$ cat src/rtl/systolic_array_ctrl.sv
// Tile sequencer for the systolic array: issues per-beat buffer reads and
// models the array's fixed latency so output-buffer writes line up with results.
module systolic_array_ctrl #(
  parameter int IBUF_ADDR_WIDTH = 16,
  parameter int WBUF_ADDR_WIDTH = 16,
  parameter int BBUF_ADDR_WIDTH = 16,
  parameter int OBUF_ADDR_WIDTH = 16,
  parameter int CNT_WIDTH       = 16,
  parameter int SA_LATENCY      = 8
) (
  input  logic                       clk,
  input  logic                       reset,
  input  logic                       start,
  input  logic [CNT_WIDTH-1:0]       cfg_rows,
  input  logic [CNT_WIDTH-1:0]       cfg_loops,
  input  logic                       cfg_bias_en,
  input  logic [IBUF_ADDR_WIDTH-1:0] cfg_ibuf_base,
  input  logic [WBUF_ADDR_WIDTH-1:0] cfg_wbuf_base,
  input  logic [BBUF_ADDR_WIDTH-1:0] cfg_bias_base,
  input  logic [OBUF_ADDR_WIDTH-1:0] cfg_obuf_base,
  input  logic                       stall,
  output logic                       busy,
  output logic                       done,
  output logic                       ibuf_read_req,
  output logic [IBUF_ADDR_WIDTH-1:0] ibuf_read_addr,
  output logic                       wbuf_read_req,
  output logic [WBUF_ADDR_WIDTH-1:0] wbuf_read_addr,
  output logic                       bias_read_req,
  output logic [BBUF_ADDR_WIDTH-1:0] bias_read_addr,
  output logic                       bias_prev_sw,
  output logic                       acc_clear,
  output logic                       obuf_read_req,
  output logic [OBUF_ADDR_WIDTH-1:0] obuf_read_addr,
  output logic                       obuf_write_req,
  output logic [OBUF_ADDR_WIDTH-1:0] obuf_write_addr
);

  typedef enum logic [2:0] {
    S_IDLE,
    S_COMPUTE,
    S_LOOP_WAIT,
    S_DRAIN,
    S_DONE
  } state_t;

  localparam logic [CNT_WIDTH-1:0]       CNT_ONE    = CNT_WIDTH'(1);
  localparam logic [CNT_WIDTH-1:0]       LAT_CNT    = CNT_WIDTH'(SA_LATENCY);
  localparam logic [IBUF_ADDR_WIDTH-1:0] IBUF_ONE   = IBUF_ADDR_WIDTH'(1);
  // Every stage except the output stage; empty here means the pipe is empty after this edge.
  localparam logic [SA_LATENCY-1:0]      EARLY_MASK = {SA_LATENCY{1'b1}} >> 1;

  state_t state_reg, state_next;

  logic [CNT_WIDTH-1:0]       rows_reg, loops_reg;
  logic                       bias_en_reg;
  logic [WBUF_ADDR_WIDTH-1:0] wbuf_base_reg;
  logic [BBUF_ADDR_WIDTH-1:0] bias_base_reg;
  logic [OBUF_ADDR_WIDTH-1:0] obuf_base_reg;
  logic [CNT_WIDTH-1:0]       row_reg, loop_reg;
  logic [IBUF_ADDR_WIDTH-1:0] ibuf_ptr_reg;

  logic [SA_LATENCY-1:0]      sr_valid_reg;
  logic [OBUF_ADDR_WIDTH-1:0] sr_addr_reg [SA_LATENCY];

  logic                       beat;
  logic                       row_last;
  logic                       loop_last;
  logic                       pipe_clear_next;
  logic [OBUF_ADDR_WIDTH-1:0] beat_obuf_addr;

  assign beat            = (state_reg == S_COMPUTE) && !stall;
  assign row_last        = (row_reg == rows_reg - CNT_ONE);
  assign loop_last       = (loop_reg == loops_reg - CNT_ONE);
  assign pipe_clear_next = ~|(sr_valid_reg & EARLY_MASK);
  assign beat_obuf_addr  = obuf_base_reg + OBUF_ADDR_WIDTH'(row_reg);

  always_ff @(posedge clk or negedge reset) begin
    if (!reset) begin
      state_reg <= S_IDLE;
    end else begin
      state_reg <= state_next;
    end
  end

  always_comb begin
    state_next = state_reg;
    case (state_reg)
      S_IDLE: begin
        if (start) begin
          if ((cfg_rows == '0) || (cfg_loops == '0)) state_next = S_DONE;
          else                                      state_next = S_COMPUTE;
        end
      end
      S_COMPUTE: begin
        if (beat && row_last) begin
          if (loop_last)               state_next = S_DRAIN;
          // Short loops must wait so the next loop's partial-sum reads see the writes.
          else if (rows_reg < LAT_CNT) state_next = S_LOOP_WAIT;
        end
      end
      S_LOOP_WAIT: if (pipe_clear_next) state_next = S_COMPUTE;
      S_DRAIN:     if (pipe_clear_next) state_next = S_DONE;
      S_DONE:      state_next = S_IDLE;
      default:     state_next = S_IDLE;
    endcase
  end

  always_ff @(posedge clk or negedge reset) begin
    if (!reset) begin
      rows_reg      <= '0;
      loops_reg     <= '0;
      bias_en_reg   <= 1'b0;
      wbuf_base_reg <= '0;
      bias_base_reg <= '0;
      obuf_base_reg <= '0;
      row_reg       <= '0;
      loop_reg      <= '0;
      ibuf_ptr_reg  <= '0;
    end else if ((state_reg == S_IDLE) && start) begin
      rows_reg      <= cfg_rows;
      loops_reg     <= cfg_loops;
      bias_en_reg   <= cfg_bias_en;
      wbuf_base_reg <= cfg_wbuf_base;
      bias_base_reg <= cfg_bias_base;
      obuf_base_reg <= cfg_obuf_base;
      row_reg       <= '0;
      loop_reg      <= '0;
      ibuf_ptr_reg  <= cfg_ibuf_base;
    end else if (beat) begin
      ibuf_ptr_reg <= ibuf_ptr_reg + IBUF_ONE;
      if (row_last) begin
        row_reg  <= '0;
        loop_reg <= loop_reg + CNT_ONE;
      end else begin
        row_reg <= row_reg + CNT_ONE;
      end
    end
  end

  // Latency model: one stage per array cycle, output stage drives the write port.
  always_ff @(posedge clk or negedge reset) begin
    if (!reset) begin
      sr_valid_reg <= '0;
      for (int i = 0; i < SA_LATENCY; i++) sr_addr_reg[i] <= '0;
    end else begin
      sr_valid_reg[0] <= beat;
      sr_addr_reg[0]  <= beat ? beat_obuf_addr : '0;
      for (int i = 1; i < SA_LATENCY; i++) begin
        sr_valid_reg[i] <= sr_valid_reg[i-1];
        sr_addr_reg[i]  <= sr_addr_reg[i-1];
      end
    end
  end

  always_comb begin
    ibuf_read_req  = 1'b0;
    ibuf_read_addr = '0;
    wbuf_read_req  = 1'b0;
    wbuf_read_addr = '0;
    bias_read_req  = 1'b0;
    bias_read_addr = '0;
    bias_prev_sw   = 1'b0;
    acc_clear      = 1'b0;
    obuf_read_req  = 1'b0;
    obuf_read_addr = '0;
    if (beat) begin
      ibuf_read_req  = 1'b1;
      ibuf_read_addr = ibuf_ptr_reg;
      wbuf_read_req  = 1'b1;
      wbuf_read_addr = wbuf_base_reg + WBUF_ADDR_WIDTH'(loop_reg);
      if (loop_reg == '0) begin
        bias_prev_sw   = 1'b1;
        bias_read_req  = bias_en_reg;
        bias_read_addr = bias_base_reg;
        acc_clear      = !bias_en_reg;
      end else begin
        obuf_read_req  = 1'b1;
        obuf_read_addr = beat_obuf_addr;
      end
    end
  end

  assign busy            = (state_reg != S_IDLE);
  assign done            = (state_reg == S_DONE);
  assign obuf_write_req  = sr_valid_reg[SA_LATENCY-1];
  assign obuf_write_addr = sr_addr_reg[SA_LATENCY-1];

endmodule

$ cat config.mk
export PLATFORM = sky130hd
export DESIGN_NAME = systolic_array_ctrl
export DESIGN_NICKNAME = d
export VERILOG_FILES = /design/src/rtl/systolic_array_ctrl.sv
export SDC_FILE = /design/constraint.sdc
export NUM_CORES = 1
export LEC_CHECK = 0
export CAP_MARGIN = 40
export CORE_MARGIN = 2
export CORE_UTILIZATION = 59
export DETAILED_ROUTE_END_ITERATION = 12
export GPL_TIMING_DRIVEN = 0
export PLACE_DENSITY = 0.88
export SYNTH_ARGS = -nofsm -noshare
export SYNTH_HDL_FRONTEND = slang
export SYNTH_SLANG_ARGS = --single-unit
$ cat constraint.sdc
create_clock -name clk -period 4.2 [get_ports clk]
set_input_delay 0.42 -clock clk [delete_from_list [all_inputs] [get_ports clk]]
set_output_delay 0.42 -clock clk [all_outputs]
set_load 0.005 [all_outputs]
==> results of run 1 <==
-- timing repair --
action,CTS,global route
pin swaps,1,2
gates resized for setup,13,14
endpoints found under the setup margin,34,9
hold buffers,1,0
setup buffers,1,1
endpoints found under the hold margin,14,0
-- logic make-up (layout without fill, tap and decap cells) --
group           count (synthesis)  count (layout)  share of synthesized area, %
flops                         268             268                          53.5
xor+xnor                       61              61                          4.26
buf+inv                        97             338                          3.52
compound gates                191             191                          10.6
mux                            15              15                          1.22
fa+ha+maj                      38              38                          3.91
simple gates                  606             606                          23.0
-- layout make-up --
| type | instances | area (um^2) | area share, % |
|---|---|---|---|
| Buffer | 77 | 382 | 2.42 |
| Multi-Input combinational cell | 911 | 5440 | 34.4 |
| Clock inverter | 7 | 60.1 | 0.380 |
| Clock buffer | 41 | 808 | 5.12 |
| Tap cell | 275 | 344 | 2.18 |
| Timing Repair Buffer | 194 | 1980 | 12.5 |
| Inverter | 19 | 73.8 | 0.467 |
| Sequential cell | 268 | 6710 | 42.5 |
-- where the power goes --
part | internal, mW | total [mW] | switching (mW)
Combinational | 0.510 | 1.09 | 0.583
Clock | 1.33 | 2.35 | 1.01
Sequential | 2.82 | 3.00 | 0.181
Total | 4.66 | 6.44 | 1.78
-- per-layer routing --
metal,wire length [um],up-vias
met5,0,-
met4,1590,0
met3,3260,138
met2,17000,668
met1,13700,5155
li1,-,4838
-- worst min-delay path by stage --
stage                                from                  to  slack, ps  depth (start not counted)
after floorplan                     reset    bias_base_reg[0]        120                          0
after global placement    sr_addr_reg[24]  obuf_write_addr[8]        330                          0
after detailed placement            reset    bias_base_reg[2]        260                          1
after CTS                           reset   bias_base_reg[13]        280                          2
after global routing                reset    bias_base_reg[3]        310                          2
final                               reset   bias_base_reg[13]        310                          2
-- worst max-delay path: cells and delay by family, from the launching register on --
kind | cells | cell delay (ps)
AO/OA/AOI/OAI | 1 | 260
AND/OR/NAND/NOR | 4 | 640
flip-flops | 1 | 350
buffers and inverters | 6 | 1890
-- cells in the final DEF (no fill, tap or decap), types with 11 or more instances in the layout --
cell and count:
nand2b_1 12, xnor2_1 33, nor2b_1 11, a21oi_1 37, dfrtp_1 267, clkbuf_16 27
nand4_1 20, nand3_1 27, xor2_1 28, inv_1 18, clkbuf_1 52, and3_1 38
nor2_1 70, mux2i_1 13, o21ai_0 44, ha_1 36, and2_1 31, nor3_1 25
buf_4 21, nor4_1 19, nand2_1 304, a31oi_1 13, clkdlybuf4s50_1 186
-- through the flow --
step	instance area [um^2]	setup TNS, ps	setup slack, ps
after global placement	14800	-2136890	-7990
after floorplan	12500	0	1170
after CTS	15800	0	34.7
final	15800	0	89.9
after global routing	15800	-4.35	-4.35
after detailed placement	14800	-224	-170
==> run metrics, run 1 <==
#FFs+latches synth=268; CORE AREA=0.0210 mm^2; vias in the first global route=10.6k; CP Capture Type=output pin; gr ovfl total=0; outcome=finished, final reports clean; Crit-path slowest cell=clkdlybuf4s50_1; Max VDD drop=0.344 mV; critical path arrival=3690 ps; Final ANT Viol Nets=0; DIE HEIGHT=150 um; ANT cells=0; max reg flops=112; crit path from=state_reg[1]; Clock Latency Late Sink=550 ps; Final Net Count=1637; Layout Skew=13.1 ps; R2R Setup Slk=770 ps; initial core utilization=59.8%; HP Class=primary input to asynchronous set/reset pin; All-Layer GR Usage=32.1%; Setup crit end=wbuf_read_addr[15]; initial antenna violation count=0; max incr delay on CP=560 ps; crit path launch type=flip-flop; Hold Violations, Final=0; sequential area share after synthesis=53.5%; final WL=35600 um; Achievable Freq=243 MHz; die width=150 um; CTS buffer count=27; Setup CP Type=flip-flop to output pin; HPWL Detailed=24200 um; Period Utilization, post-route=97.9%; cell count after synthesis=1276; largest area contributor in the netlist=dfrtp_1; WL per Instance=19.9 um; TritonCTS clock tree=done; worst hold slack=308 ps; Synth Area per Inst=9.83 um^2; Clk pin slew, worst setup/hold paths=60 ps; number of synthesized flops with an enable pin=0; RR Endpoint=loop_reg[12]; max-cap viol count=0; Vias=10.8k; Worst EP required=3780 ps; Root Buffer=clkbuf_16; placed insts=1742; Via density=6.03; # DRC=0; drt first-iter violations=1133; slew of the pin with the lowest slew margin=834 ps; largest net degree at the start of global routing=138; P_leak=7.61 nW; ys flop type=dfrtp_1; Top Usage Layer GRT=met2; total power=6.44 mW; most numerous cell in the Yosys netlist=nand2_1; clock tree sinks=268; port bufs=189; Max Slew Vio Count=0; first-pass GRT wire length=56100 um; top cells by count, synth=nand2_1, dfrtp_1, nor2_1; final core occ=75.4%; area grow syn2layout=25.9%; num ports=190; Row Count=53; Layout Cells excl Fill=1792; First-pass DRT Iterations=6; CP Cell Sequence=clkbuf_1 -> nor2_1 -> nand2_1 -> or2_2 -> clkbuf_1 -> inv_4 -> clkbuf_4 -> buf_4 -> nand3_1 -> o211ai_1 -> clkdlybuf4s50_1; H-tree depth=1; Synth Warn #=0; Cell variety after synth=76; share of cells above drive strength 1=7.32%; asr flop ratio synth=100%; met2 GRT Util=52.1%; FF-to-FF Start=rows_reg[0]; largest fanout on the critical path=10; slew margin rel.=44.4%; grt met1 use=42.6%; Layout fillers=1375; Max clock buf depth=3; Power Density=408 mW/mm^2; met3 global-route usage=5.95%; mapped cell area=0.0125 mm^2; top cells by area, synth=dfrtp_1, nand2_1, ha_1; post-synth top area share=53.5%; RePlAce Congestion=0.931; DIE AREA=0.0224 mm^2; Worst R2R Path Depth=10; final setup fails=0; cell mode on critical path=clkbuf_1; Net Count, Synth=1415; Final min period=4110 ps
(Power assumes the default switching activity.)
==> inputs of run 2 (changes only) <==
CORE_UTILIZATION = 65   (was 59)
DONT_BUFFER_PORTS = 1   (was unset)
PLACE_DENSITY = 0.83   (was 0.88)
==> run 2 against run 1 <==
  * The run now ends with negative hold slack left
  * Via count decreased by 4.0%
  * Power decreased by 2.5%
  * Clock power increased by 4%
  * Non-clock buffer count decreased by 125
  * Final cell count decreased by 7.6%
  * Clock skew decreased by 4.4 ps
  * Sequential share of layout area increased by 3.8 points
  * First-iteration DRC count decreased by 11%
  * Critical endpoint unchanged
  * Largest cell class unchanged
  * Largest power group unchanged
==> run metrics, run 2 (same netlist as run 1, synthesis figures left out) <==
Setup WS pre-CTS=598 ps (+768 ps); Setup CP Type=flip-flop to output pin; slew margin rel.=43.7% (-0.72 points); Via density=6.26 (+3.9%); TritonCTS clock tree=done; First-pass DRT Iterations=6 (unchanged); placed insts=1538 (-12%); final setup margin=58.7 ps (-31.1 ps); final WL=34600 um (-2.8%); CORE AREA=0.0188 mm^2 (-10%); crit path launch type=flip-flop; Max clock buf depth=3 (unchanged); Period Utilization, post-route=98.6% (+0.74 points); first-pass GRT wire length=53800 um (-4.1%); drt first-iter violations=1013 (-11%); initial antenna violation count=3 (+3); die width=143 um (-4.6%); Vias=10.4k (-4.0%); Hold Violations, Final=268 (+268); hold_buf cts=66 (+65); Layout fillers=1169 (-15%); WL per Instance=20.9 um (+5.2%); initial core utilization=66.6% (+6.8 points); gr ovfl total=0 (unchanged); critical path arrival=3720 ps (+30 ps); Achievable Freq=241 MHz (-0.75%); most frequent cells in the layout=nand2_1, dfrtp_1, nor2_1; Clk pin slew, worst setup/hold paths=70 ps (about the same); met2 wire length=16700 um (-2.3%); Worst R2R Path Depth=10 (unchanged); port bufs=0 (-100%); CP Capture Type=output pin; outcome=finished, violations left; Row Count=50 (-5.7%); DIE AREA=0.0204 mm^2 (-9.0%); All-Layer GR Usage=34.3% (+2.2 points); R2R Setup Slk=670 ps (-100 ps); Power Density=434 mW/mm^2 (+6.3%); RePlAce Congestion=0.920 (-1.1%); vias in the first global route=9973 (-5.9%); RR Endpoint=loop_reg[6]; Layout Skew=8.76 ps (-4.39 ps); max reg flops=112 (unchanged); routed wl met3=3150 um (-3.4%); FF-to-FF Start=rows_reg[0]; Clock Latency Late Sink=530 ps (-20 ps); Seq. cell area=0.00671 mm^2 (about the same); Design Area, Final=0.0145 mm^2 (-8.3%); failing checks=negative hold slack; max-cap viol count=0 (unchanged); Worst EP required=3780 ps (about the same); DIE HEIGHT=143 um (-4.6%); commonest non-fill, non-tap cell in the layout=nand2_1; H-tree depth=1 (unchanged); clock tree sinks=268 (unchanged); P_leak=7.13 nW (-6.3%); share of cells above drive strength 1=7.18% (-0.14 points); largest fanout on the critical path=10 (unchanged); Final min period=4140 ps (+31.1 ps); Max Slew Vio Count=0 (unchanged); area grow syn2layout=15.5%; setup TNS=0 ps (unchanged); final setup fails=0 (unchanged); Final ANT Viol Nets=0 (unchanged); HPWL Detailed=22500 um (-7.1%); worst hold slack=-430 ps (-738 ps); CTS buffer count=28 (+3.7%); Root Buffer=clkbuf_16; slew of the pin with the lowest slew margin=842 ps (+7.66 ps); max layer used=met5; Layout Cells excl Fill=1655 (-7.6%); Final Net Count=1513 (-7.6%); Met1 Routed Length=13200 um (-3.7%); Max VDD drop=0.403 mV (+17%); HP Class=primary input to asynchronous set/reset pin; RSZ-0062 raised after global routing=false; # DRC=0 (unchanged); num ports=190 (unchanged); Placed Area=0.0129 mm^2 (-13%); largest net degree at the start of global routing=269 (+95%); area of the multi-input gates=0.00540 mm^2 (-0.69%)
-- run 2: timing repair --
| item | in CTS | in global routing |
|---|---|---|
| buffers inserted | 0 | 0 |
| setup endpoints to repair | 0 | 9 |
| hold endpoints to repair | 334 | 268 |
| gates resized for setup | 0 | 5 |
-- run 2: critical path, stage by stage (launching register included) --
cell and delay (ps):
dfrtp_1 360, clkbuf_1 210, nor2_1 190, nand2_1 60, or2_2 290, clkbuf_1 270, clkinv_1 290, clkbuf_1 610
clkbuf_2 450, nand3_1 130, o211ai_1 330
-- run 2: worst max-delay path by stage --
stage / startpoint / end / slack (ps) / cells after the start
final: state_reg[1] / wbuf_read_addr[15] / 60 / 10
after global routing: state_reg[1] / wbuf_read_addr[15] / 10 / 10
after CTS: state_reg[1] / wbuf_read_addr[15] / 30 / 10
after detailed placement: state_reg[1] / wbuf_read_addr[15] / 600 / 10
after global placement: state_reg[1] / wbuf_read_addr[15] / 680 / 10
after floorplan: row_reg[0] / obuf_read_addr[12] / 1170 / 9
-- run 2: per-layer routing --
layer,vias up,GRT usage [%]
met1,5038,44.2
met3,129,8.25
li1,4584,-
met5,-,0
met2,612,55.7
met4,2,15.4
-- run 2: final cells by class --
| type | count | share of cell area [%] |
|---|---|---|
| diodes | 2 | 0.0346 |
| plain buffers | 78 | 2.57 |
| clock buffers | 40 | 5.78 |
| clock inverters | 9 | 0.570 |
| inverters | 19 | 0.492 |
| multi-input cells | 911 | 37.3 |
| flip-flops and latches | 268 | 46.3 |
| well taps | 260 | 2.25 |
| repair buffers | 68 | 4.72 |
-- run 2: metrics by stage --
step / total power [mW] / utilization (%)
6_report: 6.28 / 76.9
5_1_grt: 6.50 / 76.9
4_1_cts: 6.26 / 76.8
3_5_place_dp: 3.75 / 68.4
3_3_place_gp: 3.71 / 68.3
2_1_floorplan: 3.53 / -
-- run 2: where the power goes --
part | internal (mW) | leakage [nW] | switching, mW
registers | 2.82 | 3.55 | 0.180
clock network | 1.44 | 0.452 | 1.01
logic | 0.336 | 3.12 | 0.489
total | 4.60 | 7.13 | 1.68
==> inputs of run 3 (changes only) <==
CORE_UTILIZATION = 41   (was 65)
PLACE_DENSITY = 0.57   (was 0.83)
==> run 3 against run 2 <==
  * The flow still finishes with violations (negative hold slack)
  * Global-route usage shrank 13 points
  * Sequential cell count unchanged
  * Critical path depth is 1 lower
  * Clock power up 13%
  * Sequential share of layout area fell by 1.7 points
  * Critical path type unchanged
  * Core utilization decreased by 27 points
==> run metrics, run 3 (same netlist as run 1, synthesis figures left out) <==
first-pass GRT wire length=52500 um (-2.5%); vias in the first global route=9352 (-6.2%); TritonCTS clock tree=done; setup bufs post-CTS=0 (unchanged); final setup fails=0 (unchanged); critical path arrival=3530 ps (-190 ps); DIE HEIGHT=179 um (+25%); HP Class=primary input to asynchronous set/reset pin; Max VDD drop=0.347 mV (-14%); Root Buffer=clkbuf_16; Vias=9698 (-6.4%); total power=6.56 mW (+4.5%); slew margin rel.=40.9% (-2.8 points); port bufs=0 (unchanged); Clock Latency Late Sink=590 ps (+60 ps); Hold Violations, Final=268 (unchanged); Final min period=3950 ps (-193 ps); R2R Setup Slk=660 ps (about the same); setup TNS=0 ps (unchanged); crit path from=row_reg[0]; RePlAce Congestion=0.844 (-8.3%); Power Density=437 mW/mm^2 (+0.71%); hold_buf cts=88 (+33%); gr ovfl total=0 (unchanged); placed insts=1673 (+8.8%); H-tree depth=1 (unchanged); Setup CP Type=flip-flop to output pin; final core occ=49.5% (-27 points); Worst EP required=3780 ps (about the same); initial antenna violation count=0 (-3); final WL=34000 um (-1.8%); share of cells above drive strength 1=7.62% (+0.44 points); FF-to-FF Start=rows_reg[0]; outcome=finished, violations left; CTS buffer count=30 (+7.1%); crit path launch type=flip-flop; WL per Instance=18.7 um (-10%); largest fanout on the critical path=6 (-4); commonest non-fill, non-tap cell in the layout=nand2_1; Via density=5.35 (-15%); DIE AREA=0.0320 mm^2 (+57%); num ports=190 (unchanged); Worst R2R Path Depth=10 (unchanged); Layout Skew=49.9 ps (+41.2 ps); Period Utilization, post-route=94.0% (-4.6 points); CP Capture Type=output pin; Achievable Freq=253 MHz (+4.9%); most frequent cells in the layout=nand2_1, dfrtp_1, dlygate4sd3_1; clock tree sinks=268 (unchanged); Setup crit end=obuf_read_addr[12]; Final ANT Viol Nets=0 (unchanged); failing checks=negative hold slack; area grow syn2layout=19.8%; Placed Area=0.0130 mm^2 (+1.2%); RSZ-0062 raised after global routing=false; Setup WS pre-CTS=324 ps (-275 ps); HPWL Detailed=23900 um (+6.1%); ANT cells=0 (-2); max reg flops=112 (unchanged); First-pass DRT Iterations=5 (-1); slew of the pin with the lowest slew margin=887 ps (+45.3 ps); final setup margin=251 ps (+193 ps); initial core utilization=41.3% (-25 points); Row Count=64 (+28%); P_leak=7.29 nW (+2.3%); drt first-iter violations=654 (-35%); Clk pin slew, worst setup/hold paths=60 ps (about the same); All-Layer GR Usage=21.2% (-13 points); Final Net Count=1534 (+1.4%); RR Endpoint=loop_reg[13]; Design Area, Final=0.0150 mm^2 (+3.7%); # DRC=0 (unchanged); worst hold slack=-465 ps (-35.2 ps); CORE AREA=0.0303 mm^2 (+61%); Layout Cells excl Fill=1813 (+9.5%); Max clock buf depth=3 (unchanged); max-cap viol count=0 (unchanged); Max Slew Vio Count=0 (unchanged); largest net degree at the start of global routing=269 (unchanged); die width=179 um (+25%)
## run 3: cell count changes in the layout (fill, tap and decap cells not counted), moves of 2 or more
cell | before | now
clkbuf_1 | 54 | 51
diode_2 | 2 | 0
inv_6 | 2 | 0
clkbuf_8 | 7 | 10
bufinv_16 | 1 | 3
dlygate4sd3_1 | 66 | 88
## run 3: worst max-delay path, cell delays in order, from the launching register on
cell	delay [ps]
dfrtp_1	500
ha_1	290
fa_1	440
a211oi_1	240
o21bai_1	140
a211o_1	350
a2111oi_2	360
nor2_1	130
xor2_2	200
nor3b_4	290
## run 3: area by class of cell
| class | instances | area, um^2 |
|---|---|---|
| tap | 396 | 495 |
| sequential | 268 | 6710 |
| clock buffer | 43 | 900 |
| timing repair buffer | 89 | 892 |
| buffer | 76 | 365 |
| fill | 2814 | 15300 |
| inverter | 19 | 75.1 |
| multi-input combinational | 911 | 5420 |
| clock inverter | 11 | 173 |
## run 3: repair_timing
item / CTS / global route
endpoints found under the hold margin: 356 / 268
resized for setup: 3 / 6
endpoints found under the setup margin: 8 / 18
## run 3: how the worst min path moves through the flow
stage,cells past startpoint,endpoint,slack (ps)
after floorplan,0,bias_base_reg[0],120
after global placement,0,bias_base_reg[2],140
after detailed placement,0,bias_base_reg[2],130
after CTS,0,bias_base_reg[2],-500
after global routing,0,bias_base_reg[2],-500
final,0,bias_base_reg[2],-460
## run 3: layer usage
metal / wire, um / GRT usage (%)
met5: 0 / 0
met4: 1020 / 6.71
met1: 15300 / 30.4
met3: 2170 / 3.18
met2: 15500 / 33.1
## run 3: where the power goes
part | total [mW] | switching [mW] | leakage [nW] | internal [mW]
logic | 0.817 | 0.467 | 3.21 | 0.351
clock network | 2.76 | 1.08 | 0.526 | 1.67
registers | 2.99 | 0.166 | 3.55 | 2.82
